<file path="src/rtl/alu_reservation_station_pkg.sv">
// rtl/alu_reservation_station_pkg.sv - shared types for the ALU reservation station
package alu_reservation_station_pkg;

    localparam int GPR_SIZE = 64;
    localparam int RS_TAG_W = 4;

    typedef enum logic [3:0] {
        ALU_OP_PLUS, ALU_OP_MINUS, ALU_OP_AND, ALU_OP_ORR, ALU_OP_EOR,
        ALU_OP_MOV, ALU_OP_CSEL, ALU_OP_CSINC, ALU_OP_PASS
    } alu_op_t;

    typedef enum logic [3:0] {
        COND_EQ, COND_NE, COND_CS, COND_CC, COND_MI, COND_PL, COND_VS, COND_VC,
        COND_HI, COND_LS, COND_GE, COND_LT, COND_GT, COND_LE, COND_AL, COND_NV
    } cond_t;

    typedef logic [3:0]          nzcv_t;
    typedef logic [RS_TAG_W-1:0] rs_tag_t;

    typedef enum logic [1:0] {RS_FREE = 2'd0, RS_WAIT, RS_READY} rs_state_t;

    typedef struct packed {
        rs_state_t           state;
        alu_op_t             op;
        logic [5:0]          val_hw;
        logic                set_cc;
        cond_t               cond;
        logic [GPR_SIZE-1:0] val_a;
        rs_tag_t             tag_a;
        logic                rdy_a;
        logic [GPR_SIZE-1:0] val_b;
        rs_tag_t             tag_b;
        logic                rdy_b;
        nzcv_t               nzcv;
        rs_tag_t             nzcv_tag;
        logic                nzcv_rdy;
        rs_tag_t             dst_tag;
    } rs_entry_t;

    // True when a still-pending operand is produced by the current broadcast.
    function automatic logic cdb_hit(input logic cdb_valid, input logic rdy,
                                     input rs_tag_t tag, input rs_tag_t cdb_tag);
        return cdb_valid & ~rdy & (tag == cdb_tag);
    endfunction

endpackage

</file>
<file path="src/rtl/alu_reservation_station_if.sv">
// rtl/alu_reservation_station_if.sv - dispatch, CDB and issue signals of the reservation station
interface alu_reservation_station_if import alu_reservation_station_pkg::*; #(
    parameter int TAG_W = RS_TAG_W
);
    logic                in_flush;
    logic                in_dispatch_valid;
    logic                out_dispatch_ready;
    alu_op_t             in_alu_op;
    logic [GPR_SIZE-1:0] in_val_a;
    logic [GPR_SIZE-1:0] in_val_b;
    logic [TAG_W-1:0]    in_tag_a;
    logic [TAG_W-1:0]    in_tag_b;
    logic                in_ready_a;
    logic                in_ready_b;
    logic [5:0]          in_alu_val_hw;
    logic                in_set_CC;
    cond_t               in_cond;
    nzcv_t               in_nzcv;
    logic [TAG_W-1:0]    in_nzcv_tag;
    logic                in_nzcv_ready;
    logic [TAG_W-1:0]    in_dst_tag;
    logic                in_cdb_valid;
    logic [TAG_W-1:0]    in_cdb_tag;
    logic [GPR_SIZE-1:0] in_cdb_value;
    logic                in_cdb_set_nzcv;
    nzcv_t               in_cdb_nzcv;
    logic                out_issue_valid;
    logic                in_fu_ready;
    alu_op_t             out_alu_op;
    logic [GPR_SIZE-1:0] out_val_a;
    logic [GPR_SIZE-1:0] out_val_b;
    logic [5:0]          out_alu_val_hw;
    logic                out_set_CC;
    cond_t               out_cond;
    nzcv_t               out_prev_nzcv;
    logic [TAG_W-1:0]    out_dst_tag;

    modport master (
        output in_flush, in_dispatch_valid, in_alu_op, in_val_a, in_val_b, in_tag_a, in_tag_b,
               in_ready_a, in_ready_b, in_alu_val_hw, in_set_CC, in_cond, in_nzcv, in_nzcv_tag,
               in_nzcv_ready, in_dst_tag, in_cdb_valid, in_cdb_tag, in_cdb_value,
               in_cdb_set_nzcv, in_cdb_nzcv, in_fu_ready,
        input  out_dispatch_ready, out_issue_valid, out_alu_op, out_val_a, out_val_b,
               out_alu_val_hw, out_set_CC, out_cond, out_prev_nzcv, out_dst_tag
    );

    modport slave (
        input  in_flush, in_dispatch_valid, in_alu_op, in_val_a, in_val_b, in_tag_a, in_tag_b,
               in_ready_a, in_ready_b, in_alu_val_hw, in_set_CC, in_cond, in_nzcv, in_nzcv_tag,
               in_nzcv_ready, in_dst_tag, in_cdb_valid, in_cdb_tag, in_cdb_value,
               in_cdb_set_nzcv, in_cdb_nzcv, in_fu_ready,
        output out_dispatch_ready, out_issue_valid, out_alu_op, out_val_a, out_val_b,
               out_alu_val_hw, out_set_CC, out_cond, out_prev_nzcv, out_dst_tag
    );

endinterface

</file>
<file path="src/rtl/rs_find_first.sv">
// rtl/rs_find_first.sv - lowest-index set bit finder with valid flag
module rs_find_first #(
    parameter int N     = 4,
    parameter int IDX_W = $clog2(N)
) (
    input  logic [N-1:0]     i_req,
    output logic [IDX_W-1:0] o_idx,
    output logic             o_valid
);

    always_comb begin
        o_idx = '0;
        for (int i = N - 1; i >= 0; i--) begin
            if (i_req[i]) o_idx = IDX_W'(i);
        end
    end

    assign o_valid = |i_req;

endmodule

</file>
<file path="src/rtl/alu_reservation_station.sv">
// rtl/alu_reservation_station.sv - holds ALU micro-ops until operands arrive, issues one per cycle
module alu_reservation_station import alu_reservation_station_pkg::*; #(
    parameter int RS_ENTRIES = 4,
    parameter int TAG_W      = RS_TAG_W
) (
    input logic                     in_clk,
    input logic                     in_rst_n,
    alu_reservation_station_if.slave bus
);
    localparam int IDX_W = $clog2(RS_ENTRIES);

    rs_entry_t             r_ent      [RS_ENTRIES];
    rs_entry_t             w_ent_nxt  [RS_ENTRIES];
    rs_entry_t             w_disp_ent;
    logic [RS_ENTRIES-1:0] w_free;
    logic [RS_ENTRIES-1:0] w_ready;
    logic [IDX_W-1:0]      w_alloc_idx;
    logic [IDX_W-1:0]      w_sel_idx;
    logic                  w_alloc_valid;
    logic                  w_sel_valid;
    logic                  w_dispatch_ready;
    logic                  w_disp_en;
    logic                  w_issue_load;
    logic [TAG_W-1:0]      w_cdb_tag;
    logic                  w_cdb_nzcv_valid;

    logic                  r_alive;
    logic                  r_issue_valid;
    alu_op_t               r_iss_op;
    logic [GPR_SIZE-1:0]   r_iss_val_a;
    logic [GPR_SIZE-1:0]   r_iss_val_b;
    logic [5:0]            r_iss_hw;
    logic                  r_iss_set_cc;
    cond_t                 r_iss_cond;
    nzcv_t                 r_iss_nzcv;
    rs_tag_t               r_iss_dst;

    always_comb begin
        for (int i = 0; i < RS_ENTRIES; i++) begin
            w_free[i]  = (r_ent[i].state == RS_FREE);
            w_ready[i] = (r_ent[i].state == RS_READY);
        end
    end

    rs_find_first #(.N(RS_ENTRIES)) u_alloc (.i_req(w_free),  .o_idx(w_alloc_idx), .o_valid(w_alloc_valid));
    rs_find_first #(.N(RS_ENTRIES)) u_select(.i_req(w_ready), .o_idx(w_sel_idx),   .o_valid(w_sel_valid));

    // r_alive keeps dispatch closed until the first clock after reset release.
    assign w_dispatch_ready = r_alive & w_alloc_valid;
    assign w_disp_en        = bus.in_dispatch_valid & w_dispatch_ready;
    assign w_issue_load     = w_sel_valid & (~r_issue_valid | bus.in_fu_ready);
    assign w_cdb_tag        = bus.in_cdb_tag;
    assign w_cdb_nzcv_valid = bus.in_cdb_valid & bus.in_cdb_set_nzcv;

    always_comb begin
        w_disp_ent          = '0;
        w_disp_ent.op       = bus.in_alu_op;
        w_disp_ent.val_hw   = bus.in_alu_val_hw;
        w_disp_ent.set_cc   = bus.in_set_CC;
        w_disp_ent.cond     = bus.in_cond;
        w_disp_ent.dst_tag  = bus.in_dst_tag;
        w_disp_ent.tag_a    = bus.in_tag_a;
        w_disp_ent.tag_b    = bus.in_tag_b;
        w_disp_ent.nzcv_tag = bus.in_nzcv_tag;
        w_disp_ent.rdy_a    = bus.in_ready_a | cdb_hit(bus.in_cdb_valid, bus.in_ready_a, bus.in_tag_a, w_cdb_tag);
        w_disp_ent.rdy_b    = bus.in_ready_b | cdb_hit(bus.in_cdb_valid, bus.in_ready_b, bus.in_tag_b, w_cdb_tag);
        w_disp_ent.nzcv_rdy = bus.in_nzcv_ready
                            | cdb_hit(w_cdb_nzcv_valid, bus.in_nzcv_ready, bus.in_nzcv_tag, w_cdb_tag);
        w_disp_ent.val_a    = bus.in_ready_a ? bus.in_val_a : bus.in_cdb_value;
        w_disp_ent.val_b    = bus.in_ready_b ? bus.in_val_b : bus.in_cdb_value;
        w_disp_ent.nzcv     = bus.in_nzcv_ready ? bus.in_nzcv : bus.in_cdb_nzcv;
        w_disp_ent.state    = (w_disp_ent.rdy_a & w_disp_ent.rdy_b & w_disp_ent.nzcv_rdy) ? RS_READY : RS_WAIT;
    end

    always_comb begin
        for (int i = 0; i < RS_ENTRIES; i++) begin
            w_ent_nxt[i] = r_ent[i];
            if (r_ent[i].state == RS_WAIT) begin
                if (cdb_hit(bus.in_cdb_valid, r_ent[i].rdy_a, r_ent[i].tag_a, w_cdb_tag)) begin
                    w_ent_nxt[i].val_a = bus.in_cdb_value;
                    w_ent_nxt[i].rdy_a = 1'b1;
                end
                if (cdb_hit(bus.in_cdb_valid, r_ent[i].rdy_b, r_ent[i].tag_b, w_cdb_tag)) begin
                    w_ent_nxt[i].val_b = bus.in_cdb_value;
                    w_ent_nxt[i].rdy_b = 1'b1;
                end
                if (cdb_hit(w_cdb_nzcv_valid, r_ent[i].nzcv_rdy, r_ent[i].nzcv_tag, w_cdb_tag)) begin
                    w_ent_nxt[i].nzcv     = bus.in_cdb_nzcv;
                    w_ent_nxt[i].nzcv_rdy = 1'b1;
                end
                if (w_ent_nxt[i].rdy_a & w_ent_nxt[i].rdy_b & w_ent_nxt[i].nzcv_rdy)
                    w_ent_nxt[i].state = RS_READY;
            end
            if (w_issue_load && (IDX_W'(i) == w_sel_idx))
                w_ent_nxt[i].state = RS_FREE;
            if (w_disp_en && (IDX_W'(i) == w_alloc_idx))
                w_ent_nxt[i] = w_disp_ent;
        end
    end

    always_ff @(posedge in_clk or negedge in_rst_n) begin
        if (!in_rst_n) begin
            for (int i = 0; i < RS_ENTRIES; i++) r_ent[i] <= '0;
            r_alive       <= 1'b0;
            r_issue_valid <= 1'b0;
            r_iss_op      <= ALU_OP_PLUS;
            r_iss_val_a   <= '0;
            r_iss_val_b   <= '0;
            r_iss_hw      <= '0;
            r_iss_set_cc  <= 1'b0;
            r_iss_cond    <= COND_EQ;
            r_iss_nzcv    <= '0;
            r_iss_dst     <= '0;
        end else if (bus.in_flush) begin
            for (int i = 0; i < RS_ENTRIES; i++) r_ent[i].state <= RS_FREE;
            r_alive       <= 1'b1;
            r_issue_valid <= 1'b0;
        end else begin
            for (int i = 0; i < RS_ENTRIES; i++) r_ent[i] <= w_ent_nxt[i];
            r_alive <= 1'b1;
            if (w_issue_load) begin
                r_issue_valid <= 1'b1;
                r_iss_op      <= r_ent[w_sel_idx].op;
                r_iss_val_a   <= r_ent[w_sel_idx].val_a;
                r_iss_val_b   <= r_ent[w_sel_idx].val_b;
                r_iss_hw      <= r_ent[w_sel_idx].val_hw;
                r_iss_set_cc  <= r_ent[w_sel_idx].set_cc;
                r_iss_cond    <= r_ent[w_sel_idx].cond;
                r_iss_nzcv    <= r_ent[w_sel_idx].nzcv;
                r_iss_dst     <= r_ent[w_sel_idx].dst_tag;
            end else if (bus.in_fu_ready) begin
                r_issue_valid <= 1'b0;
            end
        end
    end

    assign bus.out_dispatch_ready = w_dispatch_ready;
    assign bus.out_issue_valid    = r_issue_valid;
    assign bus.out_alu_op         = r_iss_op;
    assign bus.out_val_a          = r_iss_val_a;
    assign bus.out_val_b          = r_iss_val_b;
    assign bus.out_alu_val_hw     = r_iss_hw;
    assign bus.out_set_CC         = r_iss_set_cc;
    assign bus.out_cond           = r_iss_cond;
    assign bus.out_prev_nzcv      = r_iss_nzcv;
    assign bus.out_dst_tag        = r_iss_dst;

endmodule

</file>
<file path="src/flat_wrapper.sv">
// flat-port wrapper written by rule: the top's interface ports become plain ports
module alu_reservation_station_flat import alu_reservation_station_pkg::*;
#(
    parameter int RS_ENTRIES = 4,
    parameter int TAG_W      = RS_TAG_W
)
  (in_clk, in_rst_n, bus_in_flush, bus_in_dispatch_valid, bus_in_alu_op, bus_in_val_a, bus_in_val_b, bus_in_tag_a, bus_in_tag_b, bus_in_ready_a, bus_in_ready_b, bus_in_alu_val_hw, bus_in_set_CC, bus_in_cond, bus_in_nzcv, bus_in_nzcv_tag, bus_in_nzcv_ready, bus_in_dst_tag, bus_in_cdb_valid, bus_in_cdb_tag, bus_in_cdb_value, bus_in_cdb_set_nzcv, bus_in_cdb_nzcv, bus_in_fu_ready, bus_out_dispatch_ready, bus_out_issue_valid, bus_out_alu_op, bus_out_val_a, bus_out_val_b, bus_out_alu_val_hw, bus_out_set_CC, bus_out_cond, bus_out_prev_nzcv, bus_out_dst_tag);
  alu_reservation_station_if #(.TAG_W(TAG_W)) bus_i ();
  input logic in_clk;
  input logic in_rst_n;
  input wire logic [$bits(bus_i.in_flush)-1:0] bus_in_flush;
  input wire logic [$bits(bus_i.in_dispatch_valid)-1:0] bus_in_dispatch_valid;
  input wire logic [$bits(bus_i.in_alu_op)-1:0] bus_in_alu_op;
  input wire logic [$bits(bus_i.in_val_a)-1:0] bus_in_val_a;
  input wire logic [$bits(bus_i.in_val_b)-1:0] bus_in_val_b;
  input wire logic [$bits(bus_i.in_tag_a)-1:0] bus_in_tag_a;
  input wire logic [$bits(bus_i.in_tag_b)-1:0] bus_in_tag_b;
  input wire logic [$bits(bus_i.in_ready_a)-1:0] bus_in_ready_a;
  input wire logic [$bits(bus_i.in_ready_b)-1:0] bus_in_ready_b;
  input wire logic [$bits(bus_i.in_alu_val_hw)-1:0] bus_in_alu_val_hw;
  input wire logic [$bits(bus_i.in_set_CC)-1:0] bus_in_set_CC;
  input wire logic [$bits(bus_i.in_cond)-1:0] bus_in_cond;
  input wire logic [$bits(bus_i.in_nzcv)-1:0] bus_in_nzcv;
  input wire logic [$bits(bus_i.in_nzcv_tag)-1:0] bus_in_nzcv_tag;
  input wire logic [$bits(bus_i.in_nzcv_ready)-1:0] bus_in_nzcv_ready;
  input wire logic [$bits(bus_i.in_dst_tag)-1:0] bus_in_dst_tag;
  input wire logic [$bits(bus_i.in_cdb_valid)-1:0] bus_in_cdb_valid;
  input wire logic [$bits(bus_i.in_cdb_tag)-1:0] bus_in_cdb_tag;
  input wire logic [$bits(bus_i.in_cdb_value)-1:0] bus_in_cdb_value;
  input wire logic [$bits(bus_i.in_cdb_set_nzcv)-1:0] bus_in_cdb_set_nzcv;
  input wire logic [$bits(bus_i.in_cdb_nzcv)-1:0] bus_in_cdb_nzcv;
  input wire logic [$bits(bus_i.in_fu_ready)-1:0] bus_in_fu_ready;
  output wire logic [$bits(bus_i.out_dispatch_ready)-1:0] bus_out_dispatch_ready;
  output wire logic [$bits(bus_i.out_issue_valid)-1:0] bus_out_issue_valid;
  output wire logic [$bits(bus_i.out_alu_op)-1:0] bus_out_alu_op;
  output wire logic [$bits(bus_i.out_val_a)-1:0] bus_out_val_a;
  output wire logic [$bits(bus_i.out_val_b)-1:0] bus_out_val_b;
  output wire logic [$bits(bus_i.out_alu_val_hw)-1:0] bus_out_alu_val_hw;
  output wire logic [$bits(bus_i.out_set_CC)-1:0] bus_out_set_CC;
  output wire logic [$bits(bus_i.out_cond)-1:0] bus_out_cond;
  output wire logic [$bits(bus_i.out_prev_nzcv)-1:0] bus_out_prev_nzcv;
  output wire logic [$bits(bus_i.out_dst_tag)-1:0] bus_out_dst_tag;
  assign bus_i.in_flush = bus_in_flush;
  assign bus_i.in_dispatch_valid = bus_in_dispatch_valid;
  assign bus_i.in_alu_op = bus_in_alu_op;
  assign bus_i.in_val_a = bus_in_val_a;
  assign bus_i.in_val_b = bus_in_val_b;
  assign bus_i.in_tag_a = bus_in_tag_a;
  assign bus_i.in_tag_b = bus_in_tag_b;
  assign bus_i.in_ready_a = bus_in_ready_a;
  assign bus_i.in_ready_b = bus_in_ready_b;
  assign bus_i.in_alu_val_hw = bus_in_alu_val_hw;
  assign bus_i.in_set_CC = bus_in_set_CC;
  assign bus_i.in_cond = bus_in_cond;
  assign bus_i.in_nzcv = bus_in_nzcv;
  assign bus_i.in_nzcv_tag = bus_in_nzcv_tag;
  assign bus_i.in_nzcv_ready = bus_in_nzcv_ready;
  assign bus_i.in_dst_tag = bus_in_dst_tag;
  assign bus_i.in_cdb_valid = bus_in_cdb_valid;
  assign bus_i.in_cdb_tag = bus_in_cdb_tag;
  assign bus_i.in_cdb_value = bus_in_cdb_value;
  assign bus_i.in_cdb_set_nzcv = bus_in_cdb_set_nzcv;
  assign bus_i.in_cdb_nzcv = bus_in_cdb_nzcv;
  assign bus_i.in_fu_ready = bus_in_fu_ready;
  assign bus_out_dispatch_ready = bus_i.out_dispatch_ready;
  assign bus_out_issue_valid = bus_i.out_issue_valid;
  assign bus_out_alu_op = bus_i.out_alu_op;
  assign bus_out_val_a = bus_i.out_val_a;
  assign bus_out_val_b = bus_i.out_val_b;
  assign bus_out_alu_val_hw = bus_i.out_alu_val_hw;
  assign bus_out_set_CC = bus_i.out_set_CC;
  assign bus_out_cond = bus_i.out_cond;
  assign bus_out_prev_nzcv = bus_i.out_prev_nzcv;
  assign bus_out_dst_tag = bus_i.out_dst_tag;
  alu_reservation_station #(.RS_ENTRIES(RS_ENTRIES), .TAG_W(TAG_W)) u_core (.in_clk(in_clk), .in_rst_n(in_rst_n), .bus(bus_i));
endmodule
</file>
<file path="config.mk">
export PLATFORM = sky130hd
export DESIGN_NAME = alu_reservation_station_flat
export DESIGN_NICKNAME = d
export VERILOG_FILES = /design/src/rtl/alu_reservation_station_pkg.sv /design/src/rtl/alu_reservation_station_if.sv /design/src/rtl/rs_find_first.sv /design/src/rtl/alu_reservation_station.sv /design/src/flat_wrapper.sv
export SDC_FILE = /design/constraint.sdc
export NUM_CORES = 2
export LEC_CHECK = 0
export ABC_AREA = 1
export BUFFER_PORTS_ARGS = -buffer_cell sky130_fd_sc_hd__buf_2
export CAP_MARGIN = 20
export CORE_UTILIZATION = 39
export CTS_CLUSTER_SIZE = 10
export DETAILED_ROUTE_END_ITERATION = 8
export PLACE_DENSITY = 0.66
export SLEW_MARGIN = 30
export SYNTH_ARGS = -nofsm -noshare
export SYNTH_HDL_FRONTEND = slang
export SYNTH_SLANG_ARGS = --single-unit
</file>
<file path="constraint.sdc">
create_clock -name in_clk -period 4 [get_ports in_clk]
set_clock_uncertainty 0.2 [all_clocks]
set_input_delay 0.8 -clock in_clk [delete_from_list [all_inputs] [get_ports in_clk]]
set_output_delay 0.8 -clock in_clk [all_outputs]
set_load 0.005 [all_outputs]
</file>
==> results.md <==
Global route:
- The first global-routing pass estimated between 200,000 and 250,000 um of wire.
- The number of antenna violations at the first check in global routing came to 20.
- The maximum number of pins on one net before global-route repair is about 150.
- The final global-route overflow total is 0.
- Across every metal layer, demand over resource in global routing totals 0.2756.
- The number of global-route vias before repair came to ~38,000.

Final layout:
- The final layout contains 6,024 nets.
- In the final layout, the share of cells above drive strength 1 is 0.1207.
- For this run, the share of the core covered by cells in the final layout is 0.4532.
- The synthesis-to-layout area growth is 14.72%.

STA:
- Setup violations remaining at the end of the flow were counted as 0.
- The aggregate negative setup slack is 0 ns.
- The achievable clock frequency is 312.0 MHz.
- The slew at the pin closest to its max-slew limit is between 1 and 1.5 ns.
- The final worst setup slack is 0.7951 ns.
- In this run the tightest slew margin relative to its limit is 0.3132.
- Of the available clock period, the critical path in the final layout requires 0.8012.
- The number of max-slew violations in the final report is 0.
- Setup repair after global routing left no endpoint under its margin.
- The routed design could run at a clock period as short as between 3 and 4 ns.
- The final-report hold violation count came to 0.

Placed design:
- Buffers placed on the I/O ports in this run total approximately 400.
- At the end of routability-driven placement, the weighted congestion stood at a little under 0.9.
- Before CTS, the worst setup slack after placement is about 0.8 ns.
- The placed wire-length estimate after detailed placement is approximately 93,000 um.

CTS:
- The total CTS buffers is 96.
- The number of clock sinks is 825.
- The CTS tree is yes.
- The tree is rooted in a sky130_fd_sc_hd__clkbuf_16.
- In this run the deepest clock path goes through 3 buffers.
- The number of buffers inserted to repair setup after CTS is 0.
- For the worst-skew pair, the clock arrives at the later sink with an insertion delay of about 0.7 ns.
- Clock-pin slew was measured on the worst setup and hold paths at approximately 0.060 ns.
- The total number of H-tree levels is 3.

Logic synthesis:
- Among all flip-flop cells after synthesis, the most frequent one is sky130_fd_sc_hd__dfrtp_1.
- Yosys attributes the largest share of cell area to sky130_fd_sc_hd__dfrtp_1 49%, sky130_fd_sc_hd__nand2_1 17%, sky130_fd_sc_hd__nor2_1 5.2%.
- The number of distinct library cells after synthesis is 32.
- Of all flip-flops after synthesis, the portion carrying an async set or reset was 1.000.
- Of the post-synthesis cell area, the dominant cell type holds 0.4936.
- The most common cell in the synthesized netlist is sky130_fd_sc_hd__nand2_1.
- The synthesized instance count is 5,587.
- Of the synthesized area, sequential elements account for 0.4936.
- The post-synthesis net count is slightly below 6,000.
- After synthesis the cells add up to approximately 42,000 sq um.
- Each instance of the synthesized netlist takes up on average around 7.5 sq um.
- Counting flops and latches in the post-synthesis netlist gives approximately 830.
- Counting instances in the post-synthesis netlist gives the leading cell types as 1,839 x sky130_fd_sc_hd__nand2_1, 825 x sky130_fd_sc_hd__dfrtp_1, 584 x sky130_fd_sc_hd__nor2_1, 422 x sky130_fd_sc_hd__o21ai_0, 343 x sky130_fd_sc_hd__nand3_1.
- The cell type contributing the most total cell area after synthesis is sky130_fd_sc_hd__dfrtp_1.
- The number of enable-type register cells in the synthesized netlist is 0.
- For this run, the number of Yosys warnings is 0.

Floorplanning:
- The die covers 108,600 sq um.
- The die is roughly 330 um tall.
- The die is 329.5 um wide.
- The count of boundary I/O pins is 398.
- Row generation in the floorplan step produced between 100 and 150 rows.
- The placeable core area is about 110,000 sq um.
- The initial core utilization is 0.3951.

Run:
- The number of violations of the max-capacitance limit is 0.

Setup path:
- The worst setup path is launched from a flip-flop.
- The critical path capture point type is a flip-flop.
- The critical path data arrival time is ~3.6 ns.
- The maximum fanout along the worst path is 93.
- STA puts the critical path data required time at 4.40 ns.
- By startpoint and endpoint, the worst setup path is classified as flip-flop to flip-flop.

Power and ir drop:
- In this run the static leakage power is ~23 nW.
- The design internal power is around 20 mW.
- The part of the total power dissipated in the clock network is 0.236.
- Of the total power, the share spent switching nets is 0.3890.
- The worst supply voltage drop on vdd is between 0.3 and 0.4 mV.
- Of the total power, combinational logic draws 0.345.
- The total power density per cell area is 703.1 nW/um^2.
- Summed over all nets, the switching power comes to roughly 13 mW.
- The share of total power in sequential cells is 0.419.
- Total power for the finished layout comes to between 30 and 40 mW.

Detailed routing:
- The detailed router used layers up to and including met5.
- Dividing the detail-routed wire length by the instance count gives approximately 21 um.
- After detailed routing, the number of remaining DRC violations is 0.
- After detailed routing, the met2 layer carries 68,810 um of wire.
- The detailed router placed 40,100 vias in this run.
- The antenna violation net count after detailed routing is 0.
- The count of routing violations after the opening detailed-route iteration is about 4,500.
- The length of routed met3 wiring is approximately 14,000 um.
- The number of vias per cell is 5.557.
- The met1 routed wirelength after detailed routing is about 64,000 um.
- The total wire length is between 150,000 and 200,000 um.
- Before antenna repair, the detailed router went through 9 iterations.

Min path:
- The worst hold path belongs to the class input port to flip-flop.

Run status:
- The run finished with clean final reports.
[worst paths after layout]
path / to / slack (ns) / startpoint / cells past startpoint
max: u_core.bus.out_val_b[14] / 0.80 / u_core.r_ent[670] / 12
min: u_core.r_ent[499] / 0.16 / bus_in_alu_op[1] / 3
max reg2reg: u_core.bus.out_val_b[14] / 0.80 / u_core.r_ent[670] / 12
min reg2reg: u_core.bus.out_val_b[62] / 0.27 / u_core.bus.out_val_b[62] / 2
max in group asynchronous: u_core.r_ent[35] / 2.01 / in_rst_n / 4
min in group asynchronous: u_core.r_ent[320] / 0.49 / in_rst_n / 2
[power by group through the flow]
stage               registers [mW]  logic [mW]  clock network, mW
finish                        14.1        11.6               7.96
CTS                           14.1        11.6               8.08
global placement              14.1        11.3                  0
floorplan                     13.7        7.35                  0
global route                  14.5        13.0               8.41
detailed placement            14.2        11.5                  0
[critical path, cell delays in order (launching register included)]
cell	delay, ns
sky130_fd_sc_hd__dfrtp_1	0.38
sky130_fd_sc_hd__inv_1	0.07
sky130_fd_sc_hd__nand2_1	0.15
sky130_fd_sc_hd__nand2_1	0.17
sky130_fd_sc_hd__inv_6	0.30
sky130_fd_sc_hd__nand2_2	0.24
sky130_fd_sc_hd__buf_4	0.31
sky130_fd_sc_hd__nor2_4	0.17
sky130_fd_sc_hd__buf_12	0.49
sky130_fd_sc_hd__nand2_1	0.11
sky130_fd_sc_hd__nand4_1	0.13
sky130_fd_sc_hd__nand2_1	0.16
sky130_fd_sc_hd__nand2_1	0.12
[registers in the layout, summed over array words and instances, names as in the netlist]
name                        cells
u_core.bus.out_val_a           64
u_core.bus.out_issue_valid      1
u_core.bus.out_set_CC           1
u_core.bus.out_alu_op           4
u_core.r_alive                  1
u_core.bus.out_val_b           64
u_core.r_ent                  672
u_core.bus.out_alu_val_hw       6
u_core.bus.out_dst_tag          4
u_core.bus.out_prev_nzcv        4
u_core.bus.out_cond             4
[cell usage in the layout (no fill, tap or decap), types with 2 or more instances in the layout]
master                      Yosys  layout
sky130_fd_sc_hd__nand2_1     1839    1833
sky130_fd_sc_hd__dfrtp_1      825     825
sky130_fd_sc_hd__nor2_1       584     581
sky130_fd_sc_hd__o21ai_0      422     422
sky130_fd_sc_hd__buf_2        178     396
sky130_fd_sc_hd__nand3_1      343     341
sky130_fd_sc_hd__a21oi_1      284     284
sky130_fd_sc_hd__inv_1        263     260
sky130_fd_sc_hd__nand4_1      139     139
sky130_fd_sc_hd__o21a_1       128     128
sky130_fd_sc_hd__a31oi_1      121     121
sky130_fd_sc_hd__clkbuf_16      0      96
sky130_fd_sc_hd__o21ai_1       86      83
sky130_fd_sc_hd__or2_2         61      61
sky130_fd_sc_hd__o211ai_1      61      61
sky130_fd_sc_hd__buf_12         0      46
sky130_fd_sc_hd__buf_4          2      42
sky130_fd_sc_hd__clkbuf_1     183      20
sky130_fd_sc_hd__diode_2        0       9
sky130_fd_sc_hd__clkbuf_8       0       8
sky130_fd_sc_hd__inv_6          0       7
sky130_fd_sc_hd__nor2_4         4       6
sky130_fd_sc_hd__clkinv_2       0       6
sky130_fd_sc_hd__nand2_4        0       5
sky130_fd_sc_hd__inv_2         10       4
sky130_fd_sc_hd__inv_4          0       4
sky130_fd_sc_hd__xor2_1         4       4
sky130_fd_sc_hd__xnor2_1        4       4
sky130_fd_sc_hd__nor2_2         2       3
sky130_fd_sc_hd__nand2_2        3       3
sky130_fd_sc_hd__nand3_4        0       3
sky130_fd_sc_hd__o21ai_4        0       3
sky130_fd_sc_hd__clkinv_8       0       3
sky130_fd_sc_hd__a21boi_0       2       2
sky130_fd_sc_hd__o21bai_1       2       2
[per-layer routing]
metal / vias to the layer above / GRT usage
met2: 1958 / 0.4339
met5: - / 0
met4: 10 / 0.1022
met1: 19170 / 0.3791
li1: 18660 / -
met3: 304 / 0.04860
[repair_timing]
item	4_1_cts	5_1_grt
hold endpoints to repair	51	0
hold buffers	1	0
resized for setup	0	0
[per-stage QoR]
step	hold slack [ns]	instance area, sq um	instances
2_1_floorplan	0.2530	41820	5587
3_3_place_gp	0.2571	45260	7071
3_5_place_dp	0.2593	45260	7071
4_1_cts	0.1360	47960	7206
5_1_grt	0.1679	47970	7213
6_report	0.1640	47980	7215
[area by class of cell]
class	count	area [sq um]
clock inverters	10	98.84
flip-flops and latches	825	20640
fillers	10530	57880
diodes	9	22.52
clock buffers	124	2587
well taps	1391	1740
multi-input cells	4094	18570
repair buffers	487	3254
inverters	275	1061
[logic make-up (layout without fill, tap and decap cells)]
kind of cell | count (synthesis) | count (layout) | share of synthesized area
AND/OR/NAND/NOR | 2978 | 2978 | 0.2910
other | 1 | 10 | 0.00008966
AO/OA/AOI/OAI | 1107 | 1107 | 0.1477
buffers and inverters | 668 | 896 | 0.06587
flip-flops | 825 | 825 | 0.4936
XOR/XNOR | 8 | 8 | 0.001675
Note: power is estimated with default switching activity, not from simulation.
